<file path="src/rtl/result_display_driver_pkg.sv">
// Shared constants for the result display: segment encodings (active-low {g,f,e,d,c,b,a}),
// digit slot indices and the slot-to-anode mapping.
package display_pkg;

    localparam int SEG_W = 7;
    localparam int AN_W  = 3;

    localparam logic [SEG_W-1:0] SEG_BLANK = 7'h7F;
    localparam logic [SEG_W-1:0] SEG_MINUS = 7'b0111111;
    localparam logic [SEG_W-1:0] SEG_E     = 7'b0000110;

    // Entry d of this packed table is the glyph for decimal digit d.
    localparam logic [9:0][SEG_W-1:0] SEG_TABLE = {
        7'b0010000,   // 9
        7'b0000000,   // 8
        7'b1111000,   // 7
        7'b0000010,   // 6
        7'b0010010,   // 5
        7'b0011001,   // 4
        7'b0110000,   // 3
        7'b0100100,   // 2
        7'b1111001,   // 1
        7'b1000000    // 0
    };

    localparam logic [1:0] DIG_ONES = 2'd0;
    localparam logic [1:0] DIG_TENS = 2'd1;
    localparam logic [1:0] DIG_SIGN = 2'd2;

    typedef logic [1:0] digit_idx_t;

    function automatic logic [AN_W-1:0] an_for_digit(input digit_idx_t idx);
        logic [AN_W-1:0] an;
        an = 3'b111;
        case (idx)
            DIG_ONES: an = 3'b110;
            DIG_TENS: an = 3'b101;
            DIG_SIGN: an = 3'b011;
            default:  an = 3'b111;
        endcase
        return an;
    endfunction

endpackage

</file>
<file path="src/rtl/result_display_driver_if.sv">
// Bundle between the arithmetic core (master side) and the display driver (slave side).
interface result_display_driver_if
    import display_pkg::*;
();

    logic [4:0]       result;
    logic             zeroflag;
    logic             load;
    logic [SEG_W-1:0] seg;
    logic [AN_W-1:0]  an;
    logic             err;

    modport master (output result, zeroflag, load, input seg, an, err);
    modport slave  (input result, zeroflag, load, output seg, an, err);

endinterface

</file>
<file path="src/rtl/result_display_driver_seg7_decoder.sv">
// Combinational BCD to active-low 7-segment decoder; codes 10..15 are blank.
module seg7_decoder
    import display_pkg::*;
(
    input  logic [3:0]       i_digit,
    output logic [SEG_W-1:0] o_seg
);

    always_comb begin
        o_seg = SEG_BLANK;
        if (i_digit <= 4'd9) begin
            o_seg = SEG_TABLE[i_digit];
        end
    end

endmodule

</file>
<file path="src/rtl/result_display_driver.sv">
// Captures a sign-magnitude result and scans it onto a 3-digit multiplexed
// 7-segment display (sign, tens, ones) with a blank guard cycle after every slot change.
module result_display_driver
    import display_pkg::*;
#(
    parameter int TICK_DIV = 50000
)(
    input  logic                   clk,
    input  logic                   rst_n,
    result_display_driver_if.slave disp_if
);

    localparam int            PW   = $clog2(TICK_DIV);
    localparam logic [PW-1:0] LAST = PW'(TICK_DIV - 1);

    logic [PW-1:0]    r_presc;
    digit_idx_t       r_digit_idx;
    logic             r_sign;
    logic [3:0]       r_mag;
    logic             r_captured;
    logic             r_err;
    logic [SEG_W-1:0] r_seg;
    logic [AN_W-1:0]  r_an;

    logic             w_tick;
    logic             w_mag_ge10;
    logic [3:0]       w_ones_digit;
    logic [SEG_W-1:0] w_ones_seg;
    logic [SEG_W-1:0] w_digit_seg;
    logic             w_negative;

    assign w_tick       = (r_presc == LAST);
    assign w_mag_ge10   = (r_mag >= 4'd10);
    assign w_ones_digit = w_mag_ge10 ? (r_mag - 4'd10) : r_mag;
    // Negative zero is displayed without a minus sign.
    assign w_negative   = r_sign & (r_mag != 4'd0);

    seg7_decoder u_ones_dec (
        .i_digit (w_ones_digit),
        .o_seg   (w_ones_seg)
    );

    always_comb begin
        w_digit_seg = SEG_BLANK;
        if (r_captured) begin
            if (r_err) begin
                if (r_digit_idx == DIG_ONES) begin
                    w_digit_seg = SEG_E;
                end
            end else begin
                case (r_digit_idx)
                    DIG_ONES: w_digit_seg = w_ones_seg;
                    DIG_TENS: w_digit_seg = w_mag_ge10 ? SEG_TABLE[1] : SEG_BLANK;
                    DIG_SIGN: w_digit_seg = w_negative ? SEG_MINUS : SEG_BLANK;
                    default:  w_digit_seg = SEG_BLANK;
                endcase
            end
        end
    end

    always_ff @(posedge clk or negedge rst_n) begin
        if (!rst_n) begin
            r_presc     <= '0;
            r_digit_idx <= DIG_ONES;
        end else if (w_tick) begin
            r_presc <= '0;
            case (r_digit_idx)
                DIG_ONES: r_digit_idx <= DIG_TENS;
                DIG_TENS: r_digit_idx <= DIG_SIGN;
                default:  r_digit_idx <= DIG_ONES;
            endcase
        end else begin
            r_presc <= r_presc + PW'(1);
        end
    end

    always_ff @(posedge clk or negedge rst_n) begin
        if (!rst_n) begin
            r_sign     <= 1'b0;
            r_mag      <= 4'd0;
            r_captured <= 1'b0;
            r_err      <= 1'b0;
        end else if (disp_if.load) begin
            r_sign     <= disp_if.result[4];
            r_mag      <= disp_if.result[3:0];
            r_captured <= 1'b1;
            r_err      <= disp_if.zeroflag != (disp_if.result[3:0] == 4'd0);
        end
    end

    // Tick edge loads a blank frame so the old digit never lights under the new anode.
    always_ff @(posedge clk or negedge rst_n) begin
        if (!rst_n) begin
            r_seg <= SEG_BLANK;
            r_an  <= 3'b111;
        end else if (w_tick) begin
            r_seg <= SEG_BLANK;
            r_an  <= 3'b111;
        end else begin
            r_seg <= w_digit_seg;
            r_an  <= an_for_digit(r_digit_idx);
        end
    end

    assign disp_if.seg = r_seg;
    assign disp_if.an  = r_an;
    assign disp_if.err = r_err;

endmodule

</file>
<file path="src/flat_wrapper.sv">
// flat-port wrapper written by rule: the top's interface ports become plain ports
module result_display_driver_flat import display_pkg::*;
#(
    parameter int TICK_DIV = 50000
)
  (clk, rst_n, disp_if_result, disp_if_zeroflag, disp_if_load, disp_if_seg, disp_if_an, disp_if_err);
  result_display_driver_if disp_if_i ();
  input  logic clk;
  input  logic rst_n;
  input wire logic [$bits(disp_if_i.result)-1:0] disp_if_result;
  input wire logic [$bits(disp_if_i.zeroflag)-1:0] disp_if_zeroflag;
  input wire logic [$bits(disp_if_i.load)-1:0] disp_if_load;
  output wire logic [$bits(disp_if_i.seg)-1:0] disp_if_seg;
  output wire logic [$bits(disp_if_i.an)-1:0] disp_if_an;
  output wire logic [$bits(disp_if_i.err)-1:0] disp_if_err;
  assign disp_if_i.result = disp_if_result;
  assign disp_if_i.zeroflag = disp_if_zeroflag;
  assign disp_if_i.load = disp_if_load;
  assign disp_if_seg = disp_if_i.seg;
  assign disp_if_an = disp_if_i.an;
  assign disp_if_err = disp_if_i.err;
  result_display_driver #(.TICK_DIV(TICK_DIV)) u_core (.clk(clk), .rst_n(rst_n), .disp_if(disp_if_i));
endmodule
</file>
<file path="config.mk">
export PLATFORM = sky130hd
export DESIGN_NAME = result_display_driver_flat
export DESIGN_NICKNAME = d
export VERILOG_FILES = /design/src/rtl/result_display_driver_pkg.sv /design/src/rtl/result_display_driver_if.sv /design/src/rtl/result_display_driver_seg7_decoder.sv /design/src/rtl/result_display_driver.sv /design/src/flat_wrapper.sv
export SDC_FILE = /design/constraint.sdc
export NUM_CORES = 1
export LEC_CHECK = 0
export BUFFER_PORTS_ARGS = -buffer_cell sky130_fd_sc_hd__buf_2
export CORE_AREA = 2 2 60 62
export CTS_BUF_LIST = sky130_fd_sc_hd__clkbuf_4
export DETAILED_ROUTE_END_ITERATION = 7
export DIE_AREA = 0 0 62 64
export PLACE_DENSITY_LB_ADDON = 0.12
export SLEW_MARGIN = 20
export SYNTH_ARGS = -nofsm -noshare
export SYNTH_HDL_FRONTEND = slang
export SYNTH_SLANG_ARGS = --single-unit
</file>
<file path="constraint.sdc">
create_clock -name clk -period 2.4 [get_ports clk]
set_input_delay 0.48 -clock clk [delete_from_list [all_inputs] [get_ports clk]]
set_output_delay 0.48 -clock clk [all_outputs]
set_load 0.1 [all_outputs]
</file>
======== After elaboration in Yosys (flattened, before gate mapping) ========
Memories as Yosys holds them, arrays and structs flattened.
Cells that the tools add are included.
W data, S select, Z words.
cells by class
  $add $sub $neg .......................... 2
  $lt $le $gt $ge ......................... 3
  equality and inequality tests ........... 4
  multiplexer cells ....................... 14
  bitwise logic cells ..................... 1
  reduce and logical (&&, ||, !) cells .... 3
operators by type and width
  operator                 count
  $mux W7                  7
  $pmux W7 S3              1
  $add A16 B1 Y16 const B  1
  $eq A16 B16 Y1 const B   1
  $mux W16                 1
  $pmux W3 S3              1
  $mux W3                  2
  $lt A4 B5 Y1 const B     1
  $ge A4 B4 Y1 const B     1
  $le A4 B4 Y1 const B     1
  $logic_not A4 Y1         1
  $mux W4                  1
  $pmux W2 S2              1
  $reduce_bool A4 Y1       1
  $sub A4 B4 Y4 const B    1
  $eq A2 B1 Y1 const B     1
  $eq A2 B2 Y1 const B     1
  $logic_not A2 Y1         1
  $and A1 B1 Y1            1
  $ne A1 B1 Y1             1
word-level totals
  register bits after elaboration ......... 35
  memory bits (read-only) ................. 112
  input bits .............................. 9
  output and inout port bits .............. 11
  logic and storage cells ................. 36
  memories ................................ 1
memory list
  name              words  bits a word  read ports  clocked after memory_dff  write ports  RTL line                                  RTL
  (name not given)  16     7            1           0                         0            result_display_driver_seg7_decoder.sv:12  o_seg = SEG_TABLE[i_digit];

======== Depth between registers and ports, before layout ========
Gate-level depths: netlist (run 1).
  depth after elaboration ................. 9
  mapped depth ............................ 9
  gate-level depth less buffers ........... 7

======== Hierarchy ========
Synthesis (run 1) repeated with hierarchy kept, for this count alone.
second synthesis, totals
  cells, all modules ...................... 178
  area total of the unflattened synthesis .. 1846.8 um2
by module, submodules not included
  module                 times used  cells each  area an instance (um2)  sequential area each (um2)
  result_display_driver  1           148         1640.3                  888.4
  seg7_decoder           1           30          206.4                   0.0

======== Least setup slack after synthesis (run 1) ========
Ideal clock, no wire load.
  path type ............................... register -> register
  from .................................... register u_core.r_mag[1]
  to ...................................... register u_core.r_seg[3] (netlist: u_core.disp_if.seg[3])
  library setup time ...................... 0.066 ns
  arrival ................................. 1.954 ns
  required time ........................... 2.334 ns
  setup slack ............................. 0.380 ns
  stages on the path, launching flop included .. 10
  path buffers ............................ 2
  period minus slack after synthesis ...... 2.020 ns
  cell sequence ........................... dfrtp_1 > buf_4 > inv_1 > ha_1 > buf_6 > or3b_1 > o21ai_2 > a311oi_1 > a221o_1 > nand2_1
on the way
  cells in the longest elaborated chain, start to end .. 9
  elaborated cells between the ends (all ways) .. 11
  classes of those cells .................. add/sub: 1; order compare: 2; mux: 7; memory: 1
ends and longest elaborated chain
  element                                        RTL line                                                  RTL
  start, declared                                result_display_driver.sv:19                               logic [3:0] r_mag;
  start signal, assigned                         result_display_driver.sv:85                               r_mag <= disp_if.result[3:0];
  $sub A4 B4 Y4 or $ge A4 B4 Y1 (tied branches)  result_display_driver.sv:34, result_display_driver.sv:33
  $mux W4 *                                      result_display_driver.sv:34                               assign w_ones_digit = w_mag_ge10 ? (r_mag - 4'd10) : r_mag;
  $mem_v2 Z16 W7                                 --
  $mux W7 (not written as such)                  result_display_driver_seg7_decoder.sv:12
  $mux W7 *                                      result_display_driver_seg7_decoder.sv:11                  if (i_digit <= 4'd9) begin
  $pmux W7 S3 *                                  result_display_driver.sv:51                               case (r_digit_idx)
  $mux W7 *                                      result_display_driver.sv:46                               if (r_err) begin
  $mux W7 *                                      result_display_driver.sv:45                               if (r_captured) begin
  $mux W7 *                                      result_display_driver.sv:96                               end else if (w_tick) begin
  end signal, assigned                           result_display_driver.sv:100                              r_seg <= w_digit_seg;
  end, declared                                  result_display_driver.sv:22                               logic [SEG_W-1:0] r_seg;
Every way passes the cells marked *; elsewhere a longest branch is shown, timed or not. The select of a mux whose other input is x is not followed.
A chain may end at the register's enable or synchronous reset.

======== Worst setup path after layout (run 1) ========
  from .................................... register u_core.r_mag[1]
  to ...................................... register u_core.r_seg[6] (netlist: u_core.disp_if.seg[6])
on the way
  cells in the longest elaborated chain, start to end .. 9
  elaborated cells between the ends (all ways) .. 14
  classes of those cells .................. add/sub: 1; order compare: 2; mux: 8; bitwise: 1; reduce/logical: 1; memory: 1
ends and longest elaborated chain
  element                                        RTL line
  $sub A4 B4 Y4 or $ge A4 B4 Y1 (tied branches)  result_display_driver.sv:34, result_display_driver.sv:33
  $mux W4                                        result_display_driver.sv:34
  $mem_v2 Z16 W7                                 --
  $mux W7 (not written as such)                  result_display_driver_seg7_decoder.sv:12
  $mux W7                                        result_display_driver_seg7_decoder.sv:11
  $pmux W7 S3 *                                  result_display_driver.sv:51
  $mux W7 *                                      result_display_driver.sv:46
  $mux W7 *                                      result_display_driver.sv:45
  $mux W7 *                                      result_display_driver.sv:96
Marks and branches as above.

==> results.md, run 1 <==
- Status: completed
- Core Box Area: 3280 um2
- Reg2Reg Setup Slack: 400 ps
- Max Cap Violations: 0
- Yosys top cell area share: 32.9%
- Die X-Extent: 62 um
- Fraction of layout cells with a size suffix above 1: 23.8%
- I/O Buffers: 19
- Max Fclk: 0.499 GHz
- Kind of start point of the critical path: register
- Mux contribution to synthesized area: 1.18%
- Unrepaired setup endpoints after global routing: false
- Relative slew slack: 51.1%
- Final Skew: 7.13 ps
- # rows: 21
- Clock transition at the registers of the reported paths: 110 ps
- CTS H-tree depth: 2
- Max Fanout on Critical Path: 11
- Seq/Total Area, Yosys: 46.7%
- Post-route total power: 1.35 mW
- Worst setup path end: u_core.disp_if.seg[6]
- Actual slew at the worst max-slew pin: 734 ps
- Static Leakage: 0.941 nW
- Synthesized flop and latch total: 35
- Num CTS Buffers: 5
- Switching Fraction: 32.1%
- Root Buffer: clkbuf_4
- Synth area leaders: dfrtp_1 (33%), dfstp_2 (14%), ha_1 (5.9%)
- CTS tree: built
- Synthesized cell area: 1900 um2
- Vias in the first global route: 1344
- CP endpoint kind: register
- Setup crit start: u_core.r_mag[1]
- Synth Area in Simple Gates: 19.1%
- # clock sinks: 35
- Flop pwr share: 47.8%
- Most frequent cells in the layout: dfrtp_1 (25), buf_2 (19), nand2_1 (16)
- # DRC: 0
- R2R depth: 7
- Internal power: 919 uW
- Synth Area in XOR/XNOR: 5.99%
- Main combinational cell family by area after synthesis: simple AND/OR/NAND/NOR gates
- Initial cell density of the core: 57.9%
- PD cells: 649 nW/um2
- Total Routing Usage GR: 20.5%
- Nets: 219
- Total number of vias: 1389
- Antenna cells: 0
- First-pass GRT wire length: 6110 um
- Post-DP HPWL: 2540 um
- Final WS setup: 397 ps
- Setup Fix Bufs, Post-CTS: 0
- Crit Path Category: register to register
- Yosys top cell by area: dfrtp_1
- Synthesis-to-layout area growth: 9.61%
- Total count of hold-check failures in the final report: 0
- GRT overflow: 0
- Post-CTS Resized: 0
- Initial DRC Count: 75
- Post-Syn Instances: 181
- Worst R2R End: u_core.disp_if.seg[6]
- DR WL/cell: 14.2 um
- Clock buffer depth: 2
- Fin crit period: 2000 ps
- Placer Congestion: 0.838
- Post-Route Setup TNS: 0 ps
- Synth Area in Adders: 5.92%
- Post-place setup slack: 420 ps
- Worst r2r src: u_core.r_mag[1]
- Num ports: 20
- Final setup violation count: 0
- Yosys Warn Count: 0
- Die Y: 64 um
- Fin crit share: 83.4%
- Latest clock arrival within the worst-skew pair: 330 ps
- Clock power frac: 30.0%
- Req. time, crit path: 2650 ps
- Count of different cell masters after synthesis: 51
- Fin. max-slew vios: 0
- Largest net degree at the start of global routing: 36
- Initial antenna violation count: 0
- Combinational share of power: 22.1%
- Maximum vdd drop: 0.000364 V
- Worst EP arrival: 2250 ps
- Net Sw Power: 433 uW
- Die area: 3970 um2
- Commonest non-fill, non-tap cell in the layout: dfrtp_1
- Vias per std cell: 5.60
- Min-delay worst type: input pin to async pin
- Avg Cell Area, Syn: 10.5 um2
- Syn_nets: 199
- Cts hold-fix bufs: 0
- Drt pass-1 iters: 4
- Routed Antenna Nets: 0
- Total Wirelength: 3510 um
- Post-synthesis compound-gate area fraction: 16.3%
## power by group through the flow
stage	Sequential (mW)	Combinational (mW)	Clock, mW
3_5_place_dp	0.658	0.301	0
5_1_grt	0.651	0.323	0.450
6_report	0.647	0.299	0.406
4_1_cts	0.647	0.302	0.421
2_1_floorplan	0.775	0.139	0
3_3_place_gp	0.657	0.299	0
## flip-flops by register name, indices dropped and copies added, names as in the netlist
signal,flops
u_core.disp_if.err,1
u_core.r_mag,4
u_core.r_presc,16
u_core.disp_if.an,3
u_core.r_captured,1
u_core.disp_if.seg,7
u_core.r_sign,1
u_core.r_digit_idx,2
## synthesized netlist by cell type, drive strengths merged
master / count
a2111oi: 2
o22ai: 2
nor2b: 2
o2bb2ai: 2
nor2: 7
and3: 4
buf: 6
and4b: 2
nand4: 4
or2b: 2
nand2b: 2
nor4: 1
o21ai: 15
xnor2: 9
a21oi: 5
or3b: 1
a311oi: 1
o21a: 3
a31oi: 1
ha: 9
or2: 1
a221o: 1
inv: 8
nor4b: 2
and4: 1
xor2: 4
nor3: 1
and2: 6
a21o: 2
nand2: 16
nand4b: 2
o41ai: 1
o21bai: 2
dfrtp: 25
dfstp: 10
clkbuf: 2
a211oi: 4
o31a: 1
nand3: 8
o221ai: 1
a221oi: 1
mux2: 2
## metrics by stage
step	hold WS (ps)	std cells	utilization [%]	cell area, um2
after floorplan	184	181	-	1900
after global placement	441	240	61.1	2010
after detailed placement	453	240	61.1	2010
after CTS	215	248	63.5	2080
after global routing	244	248	63.5	2080
final	197	248	63.5	2080
## critical path, cell delays in order (launching register included)
cell and delay [ps]:
dfrtp_1 360, inv_1 90, ha_1 470, nand2b_1 240
a21oi_2 80, o31a_1 250, a2111oi_2 330, o21ai_1 100
## how the worst min path moves through the flow
stage	slack [ps]	end	from	cells after the start
finish	200	u_core.r_presc[6]	rst_n	1
global route	240	u_core.r_presc[11]	rst_n	1
CTS	220	u_core.r_presc[6]	rst_n	1
detailed placement	450	u_core.r_presc[0]	u_core.r_presc[0]	1
global placement	440	u_core.r_presc[0]	u_core.r_presc[0]	1
floorplan	180	u_core.disp_if.err	rst_n	0
## cells by family after synthesis
logic type               Yosys count
AO/OA/AOI/OAI                     44
flip-flops                        35
AND/OR/NAND/NOR                   62
buffers and inverters             16
adder cells (fa/ha/maj)            9
multiplexers                       2
XOR/XNOR                          13
## final cells by class
type | count | area [um2]
fill | 290 | 1200
multi-input combinational | 130 | 922
sequential | 35 | 888
timing repair buffer | 21 | 110
tap | 46 | 57.6
clock inverter | 3 | 38.8
clock buffer | 5 | 37.5
inverter | 8 | 30.0
## metal layers
| layer | track usage [%] | up-vias | wire length (um) |
|---|---|---|---|
| met2 | 34.0 | 22 | 1830 |
| met5 | 0 | - | 0 |
| li1 | - | 684 | - |
| met1 | 25.6 | 679 | 1560 |
| met3 | 4.45 | 4 | 87 |
| met4 | 6.91 | 0 | 36 |
Note: power is estimated with default switching activity, not from simulation.
==> inputs of run 2 (changes only) <==
--- a/config.mk
+++ b/config.mk
@@ -5,11 +5,12 @@
 export SDC_FILE = /design/constraint.sdc
 export NUM_CORES = 1
 export LEC_CHECK = 0
+export ABC_AREA = 1
 export BUFFER_PORTS_ARGS = -buffer_cell sky130_fd_sc_hd__buf_2
-export CORE_AREA = 2 2 60 62
+export CORE_AREA = 2 2 59 61
 export CTS_BUF_LIST = sky130_fd_sc_hd__clkbuf_4
 export DETAILED_ROUTE_END_ITERATION = 7
-export DIE_AREA = 0 0 62 64
+export DIE_AREA = 0 0 61 63
 export PLACE_DENSITY_LB_ADDON = 0.12
 export SLEW_MARGIN = 20
 export SYNTH_ARGS = -nofsm -noshare
==> constraint.sdc (replaced) <==
create_clock -name clk -period 2.1 [get_ports clk]
set_input_delay 0.42 -clock clk [delete_from_list [all_inputs] [get_ports clk]]
set_output_delay 0.42 -clock clk [all_outputs]
set_load 0.1 [all_outputs]
==> results.md, run 2 <==
- Status: completed
- Initial antenna violation count: 0 (unchanged)
- Top reg by flops: u_core.r_presc
- Num CTS Buffers: 5 (unchanged)
- Post-DP HPWL: 2290 um (-9.7%)
- Req. time, crit path: 1680 ps (-970 ps)
- Setup Fix Bufs, Post-CTS: 0 (unchanged)
- # DRC: 0 (unchanged)
- Largest net degree at the start of global routing: 36 (unchanged)
- Total Wirelength: 3000 um (-15%)
- Maximum vdd drop: 0.000358 V (-1.7%)
- Cts hold-fix bufs: 0 (unchanged)
- Commonest non-fill, non-tap cell in the layout: nand2_1
- Placer Congestion: 0.844 (+0.67%)
- Total Routing Usage GR: 19.1% (-1.4 points)
- Post-Route Setup TNS: 0 ps (unchanged)
- Design area: 2050 um2 (-1.7%)
- Fraction of layout cells with a size suffix above 1: 20.0% (-3.8 points)
- Post-synth EDFFs: 0 (unchanged)
- Fin crit share: 80.8%
- Drt pass-1 iters: 4 (unchanged)
- Vias per std cell: 4.74 (-15%)
- Syn_nets: 247 (+24%)
- Most used DFF post-synth: dfrtp_1
- Total number of vias: 1427 (+2.7%)
- Vias in the first global route: 1331 (-0.97%)
- Unrepaired setup endpoints after global routing: false
- I/O Buffers: 19 (unchanged)
- Final Skew: 13.2 ps (+6.12 ps)
- Total count of hold-check failures in the final report: 0 (unchanged)
- Worst EP arrival: 1280 ps (-970 ps)
- Max Cap Violations: 0 (unchanged)
- Slowest CP cell: dfstp_2
- Static Leakage: 1.09 nW (+16%)
- # clock sinks: 35 (unchanged)
- Min-delay worst type: input pin to async pin
- DR WL/cell: 9.96 um (-30%)
- Actual slew at the worst max-slew pin: 716 ps (-17.6 ps)
- Stages on the worst setup path: 1 (-6)
- Clock transition at the registers of the reported paths: 110 ps (about the same)
- Die X-Extent: 61 um (-1.6%)
- # rows: 21 (unchanged)
- Yosys top cell area share: 34.0% (+1.1 points)
- Antenna cells: 0 (unchanged)
- Max Fclk: 0.589 GHz
- Synthesis-to-layout area growth: 11.2%
- Clock buffer depth: 2 (unchanged)
- Synth area leaders: dfrtp_1 (34%), nand2_1 (15%), dfstp_2 (14%)
- Synthesized flop and latch total: 35 (unchanged)
- Most common cell in the netlist: nand2_1
- First-pass GRT wire length: 5570 um (-8.9%)
- PD cells: 742 nW/um2 (+14%)
- Crit-path cells: buf_2
- Crit-path max cell delay: 520 ps (+50 ps)
- Crit-path leading delay family: flip-flops
- Fin crit period: 1700 ps
- Kind of start point of the critical path: register
- Post-synthesis async set-or-reset flop share: 100% (unchanged)
- CTS H-tree depth: 2 (unchanged)
- Core Box Area: 3230 um2 (-1.6%)
- Synthesized cell area: 1840 um2 (-3.2%)
- Count of different cell masters after synthesis: 30 (-41%)
- Latest clock arrival within the worst-skew pair: 340 ps (about the same)
- Seq/Total Area, Yosys: 48.2% (+1.5 points)
- Die area: 3840 um2 (-3.2%)
- Post-Syn Instances: 229 (+27%)
- Most frequent cells in the layout: nand2_1 (75), inv_1 (28), dfrtp_1 (25)
- Final setup violation count: 0 (unchanged)
- Nets: 272 (+24%)
- Placed cell area: 1990 um2 (-0.87%)
- Post-CTS Resized: 0 (unchanged)
- Initial DRC Count: 97 (+29%)
- CTS tree: built
- Commonest cells in the netlist: nand2_1 (75), inv_1 (28), dfrtp_1 (25)
- Routed Antenna Nets: 0 (unchanged)
- Root Buffer: clkbuf_4
- Relative slew slack: 52.2% (+1.2 points)
- CP endpoint kind: output port
- Yosys Warn Count: 0 (unchanged)
- Max Fanout on Critical Path: 1 (-10)
- Avg Cell Area, Syn: 8.04 um2 (-23%)
- Initial cell density of the core: 57.0% (-0.92 points)
- Yosys top cell by area: dfrtp_1
- Fin. max-slew vios: 0 (unchanged)
- Die Y: 63 um (-1.6%)
- Worst Path Buf+Inv: 1 (unchanged)
- R2R depth: 7 (unchanged)
- Num ports: 20 (unchanged)
- Crit Path Category: register to output port
- GRT overflow: 0 (unchanged)
- Max reg flops: 16 (unchanged)
run 2: path summary, 6_finish.rpt:
check | slack, ps | from | endpoint
hold / removal | 120 | rst_n | u_core.r_presc[8]
hold reg to reg | 470 | u_core.r_presc[0] | u_core.r_presc[0]
setup / recovery | 400 | u_core.disp_if.an[1] | disp_if_an[1]
min in group clk | 270 | disp_if_result[4] | u_core.r_sign
max in group asynchronous | 1510 | rst_n | u_core.r_presc[3]
setup reg to reg | 500 | u_core.r_presc[0] | u_core.disp_if.seg[6]
run 2: power breakdown:
| part | internal [mW] | switching [mW] | leakage (nW) |
|---|---|---|---|
| clock | 0.156 | 0.215 | 0.0361 |
| sequential | 0.729 | 0.0146 | 0.423 |
| combinational | 0.0753 | 0.329 | 0.633 |
run 2: final cells by class:
class	count	area [um2]
Tap cell	46	57.6
Multi-Input combinational cell	160	822
Inverter	32	120
Fill cell	297	1180
Clock inverter	1	5.00
Sequential cell	35	888
Timing Repair Buffer	20	103
Clock buffer	7	52.6
run 2: kinds of logic after synthesis:
logic type	count (synthesis)	synth area share [%]
compound gates	25	7.41
xor+xnor	4	1.90
fa+ha+maj	9	6.11
buf+inv	34	7.13
flops	35	48.2
simple gates	122	29.2
run 2: through the flow:
stage / setup slack (ps) / util, % / hold WS, ps / instances / total power [mW]
3_3_place_gp: 537 / 61.6 / 443 / 293 / 1.16
4_1_cts: 391 / 63.4 / 143 / 301 / 1.54
5_1_grt: 298 / 63.4 / 172 / 301 / 1.61
6_report: 402 / 63.4 / 118 / 301 / 1.52
3_5_place_dp: 493 / 61.6 / 467 / 293 / 1.16
2_1_floorplan: 664 / - / 124 / 229 / 1.10
run 2: worst register-to-register path, cell delays in order, from the launching register on:
cell and delay (ps):
dfrtp_1 410, ha_1 240, nand3_2 100, nor2_1 50, nand2_1 200, nand2_1 120, a21oi_1 310, nand2_1 100
run 2: layer usage:
layer,track usage (%),routed length [um]
met2,27.6,1290
met3,6.21,131
met5,0,0
met1,26.3,1530
met4,7.61,57
==> inputs of run 3 (changes only) <==
--- a/config.mk
+++ b/config.mk
@@ -7,10 +7,10 @@
 export LEC_CHECK = 0
 export ABC_AREA = 1
 export BUFFER_PORTS_ARGS = -buffer_cell sky130_fd_sc_hd__buf_2
-export CORE_AREA = 2 2 59 61
+export CORE_AREA = 2 2 62 64
 export CTS_BUF_LIST = sky130_fd_sc_hd__clkbuf_4
 export DETAILED_ROUTE_END_ITERATION = 7
-export DIE_AREA = 0 0 61 63
+export DIE_AREA = 0 0 64 66
 export PLACE_DENSITY_LB_ADDON = 0.12
 export SLEW_MARGIN = 20
 export SYNTH_ARGS = -nofsm -noshare
==> constraint.sdc (replaced) <==
create_clock -name clk -period 1.45 [get_ports clk]
set_input_delay 0.29 -clock clk [delete_from_list [all_inputs] [get_ports clk]]
set_output_delay 0.29 -clock clk [all_outputs]
set_load 0.1 [all_outputs]
==> results.md, run 3 (synthesized netlist as in run 2, its figures left out) <==
- Status: finished with violations
- Violated checks: setup timing
- Initial cell density of the core: 51.9% (-5.1 points)
- CP endpoint kind: register
- Clock power frac: 20.5% (-4.0 points)
- Relative slew slack: 71.7% (+20 points)
- Min-delay worst type: input pin to register
- Vias per std cell: 4.98 (+5.0%)
- Antenna cells: 0 (unchanged)
- Actual slew at the worst max-slew pin: 421 ps (-296 ps)
- Kind of start point of the critical path: register
- Total count of hold-check failures in the final report: 0 (unchanged)
- Unrepaired setup endpoints after global routing: true
- Req. time, crit path: 1750 ps (+70 ps)
- Most frequent cells in the layout: nand2_1 (61), buf_4 (30), inv_1 (26)
- Commonest non-fill, non-tap cell in the layout: nand2_1
- Top reg by flops: u_core.r_presc
- Post-place setup slack: -73.8 ps (-566 ps)
- Switching Fraction: 37.3% (+0.46 points)
- Net Sw Power: 919 uW (+64%)
- # clock sinks: 35 (unchanged)
- Fin crit share: 104%
- Worst R2R End: u_core.r_presc[10]
- Nets: 307 (+13%)
- Die X-Extent: 64 um (+4.9%)
- Die area: 4220 um2 (+9.9%)
- Combinational share of power: 34.4% (+7.8 points)
- Setup crit start: u_core.r_presc[1]
- Crit Path Category: register to register
- Flop pwr share: 45.1% (-3.8 points)
- Initial antenna violation count: 0 (unchanged)
- Max Fclk: 0.663 GHz
- Root Buffer: clkbuf_4
- Final Skew: 8.54 ps (-4.70 ps)
- Clock buffer depth: 2 (unchanged)
- Num ports: 20 (unchanged)
- Post-Route Setup TNS: -396 ps (-396 ps)
- DR WL/cell: 11.8 um (+18%)
- Die Y: 66 um (+4.8%)
- PD cells: 909 nW/um2 (+23%)
- Static Leakage: 1.37 nW (+25%)
- Reg2Reg Setup Slack: -60 ps (-560 ps)
- CTS H-tree depth: 2 (unchanged)
- Routed Antenna Nets: 0 (unchanged)
- CTS tree: built
- GRT overflow: 0 (unchanged)
- Placer Congestion: 0.901 (+6.8%)
- Core Box Area: 3550 um2 (+9.9%)
- # DRC: 0 (unchanged)
- Maximum vdd drop: 0.000498 V (+39%)
- Internal power: 1.55 mW (+61%)
- Fraction of layout cells with a size suffix above 1: 41.4% (+21 points)
- Vias in the first global route: 1441 (+8.3%)
- Num CTS Buffers: 5 (unchanged)
- Drt pass-1 iters: 4 (unchanged)
- Synthesis-to-layout area growth: 47.3%
- Max Cap Violations: 0 (unchanged)
- Total Routing Usage GR: 18.5% (-0.60 points)
- I/O Buffers: 19 (unchanged)
- Latest clock arrival within the worst-skew pair: 350 ps (about the same)
- Max reg flops: 16 (unchanged)
- First-pass GRT wire length: 6060 um (+8.8%)
- Final WS setup: -58.5 ps (-461 ps)
- # rows: 22 (+4.8%)
- Post-DP HPWL: 2660 um (+16%)
- Worst setup path end: u_core.r_presc[10]
- Initial DRC Count: 110 (+13%)
- Fin. max-slew vios: 0 (unchanged)
- Worst EP arrival: 1810 ps (+530 ps)
- R2R depth: 10 (+3)
- Final setup violation count: 8 (+8)
- Total number of vias: 1683 (+18%)
- Max Fanout on Critical Path: 4 (+3)
- Total Wirelength: 3980 um (+33%)
- Fin crit period: 1510 ps
- Largest net degree at the start of global routing: 21 (-42%)
- Worst r2r src: u_core.r_presc[1]
- Clock transition at the registers of the reported paths: 110 ps (about the same)
==> run 3: cell types whose count changed in the layout (fill, tap and decap cells not counted), sizes merged <==
cell         before  now
clkbuf            7    5
buf              20   54
clkinv            1    3
dlygate4sd3       0    1
==> run 3: critical path, cell delays in order (launching register included) <==
cell and delay (ps):
dfrtp_1 380, ha_2 220, nand3_4 90, nor2_4 110, nand2_2 70, nor2_4 110
nand3_4 110, buf_4 170, nor2_4 80, o22ai_2 60, inv_1 60
==> run 3: repair_timing <==
action	4_1_cts	5_1_grt
hold buffers	1	0
gates cloned	0	1
buffers inserted	3	11
endpoints found under the setup margin	11	17
hold endpoints to repair	15	0
gates resized for setup	9	50
pin swaps	4	19
==> run 3: power by group through the flow <==
stage / Sequential [mW] / Combinational (mW) / Clock, mW
6_report: 1.11 / 0.849 / 0.506
3_5_place_dp: 1.13 / 0.748 / 0
4_1_cts: 1.11 / 0.768 / 0.518
5_1_grt: 1.12 / 0.904 / 0.569
3_3_place_gp: 1.12 / 0.743 / 0
2_1_floorplan: 1.42 / 0.175 / 0
==> run 3: area by class of cell <==
cell class | instances | area, um2
multi-input cells | 160 | 1030
flip-flops and latches | 35 | 890
fillers | 229 | 838
repair buffers | 55 | 554
inverters | 32 | 128
well taps | 48 | 60.1
clock buffers | 5 | 37.5
clock inverters | 3 | 15.0
==> run 3: layer usage <==
layer | GRT usage (%) | up-vias | part of all wire (%)
met3 | 5.62 | 9 | 4.5
met2 | 30.9 | 38 | 50
li1 | - | 847 | -
met1 | 23.1 | 789 | 44
met4 | 5.71 | 0 | 1.8
met5 | 0 | - | 0
==> run 3: through the flow <==
stage	instances	utilization (%)	instance area [um2]	power [mW]	hold slack [ps]
floorplan	229	-	1840	1.59	-5.59
global placement	314	65.2	2310	1.87	227
detailed placement	314	65.2	2310	1.88	226
CTS	326	68.6	2430	2.40	136
global route	338	76.4	2710	2.59	162
finish	338	76.4	2710	2.47	134
==> run 3: worst min path at each step <==
stage | startpoint | slack [ps] | end | cells past startpoint
after floorplan | rst_n | -6 | u_core.disp_if.err | 0
after global placement | rst_n | 230 | u_core.r_presc[5] | 1
after detailed placement | rst_n | 230 | u_core.r_presc[5] | 1
after CTS | disp_if_result[4] | 140 | u_core.r_sign | 3
after global routing | disp_if_result[3] | 160 | u_core.r_mag[3] | 3
final | disp_if_result[4] | 130 | u_core.r_sign | 3
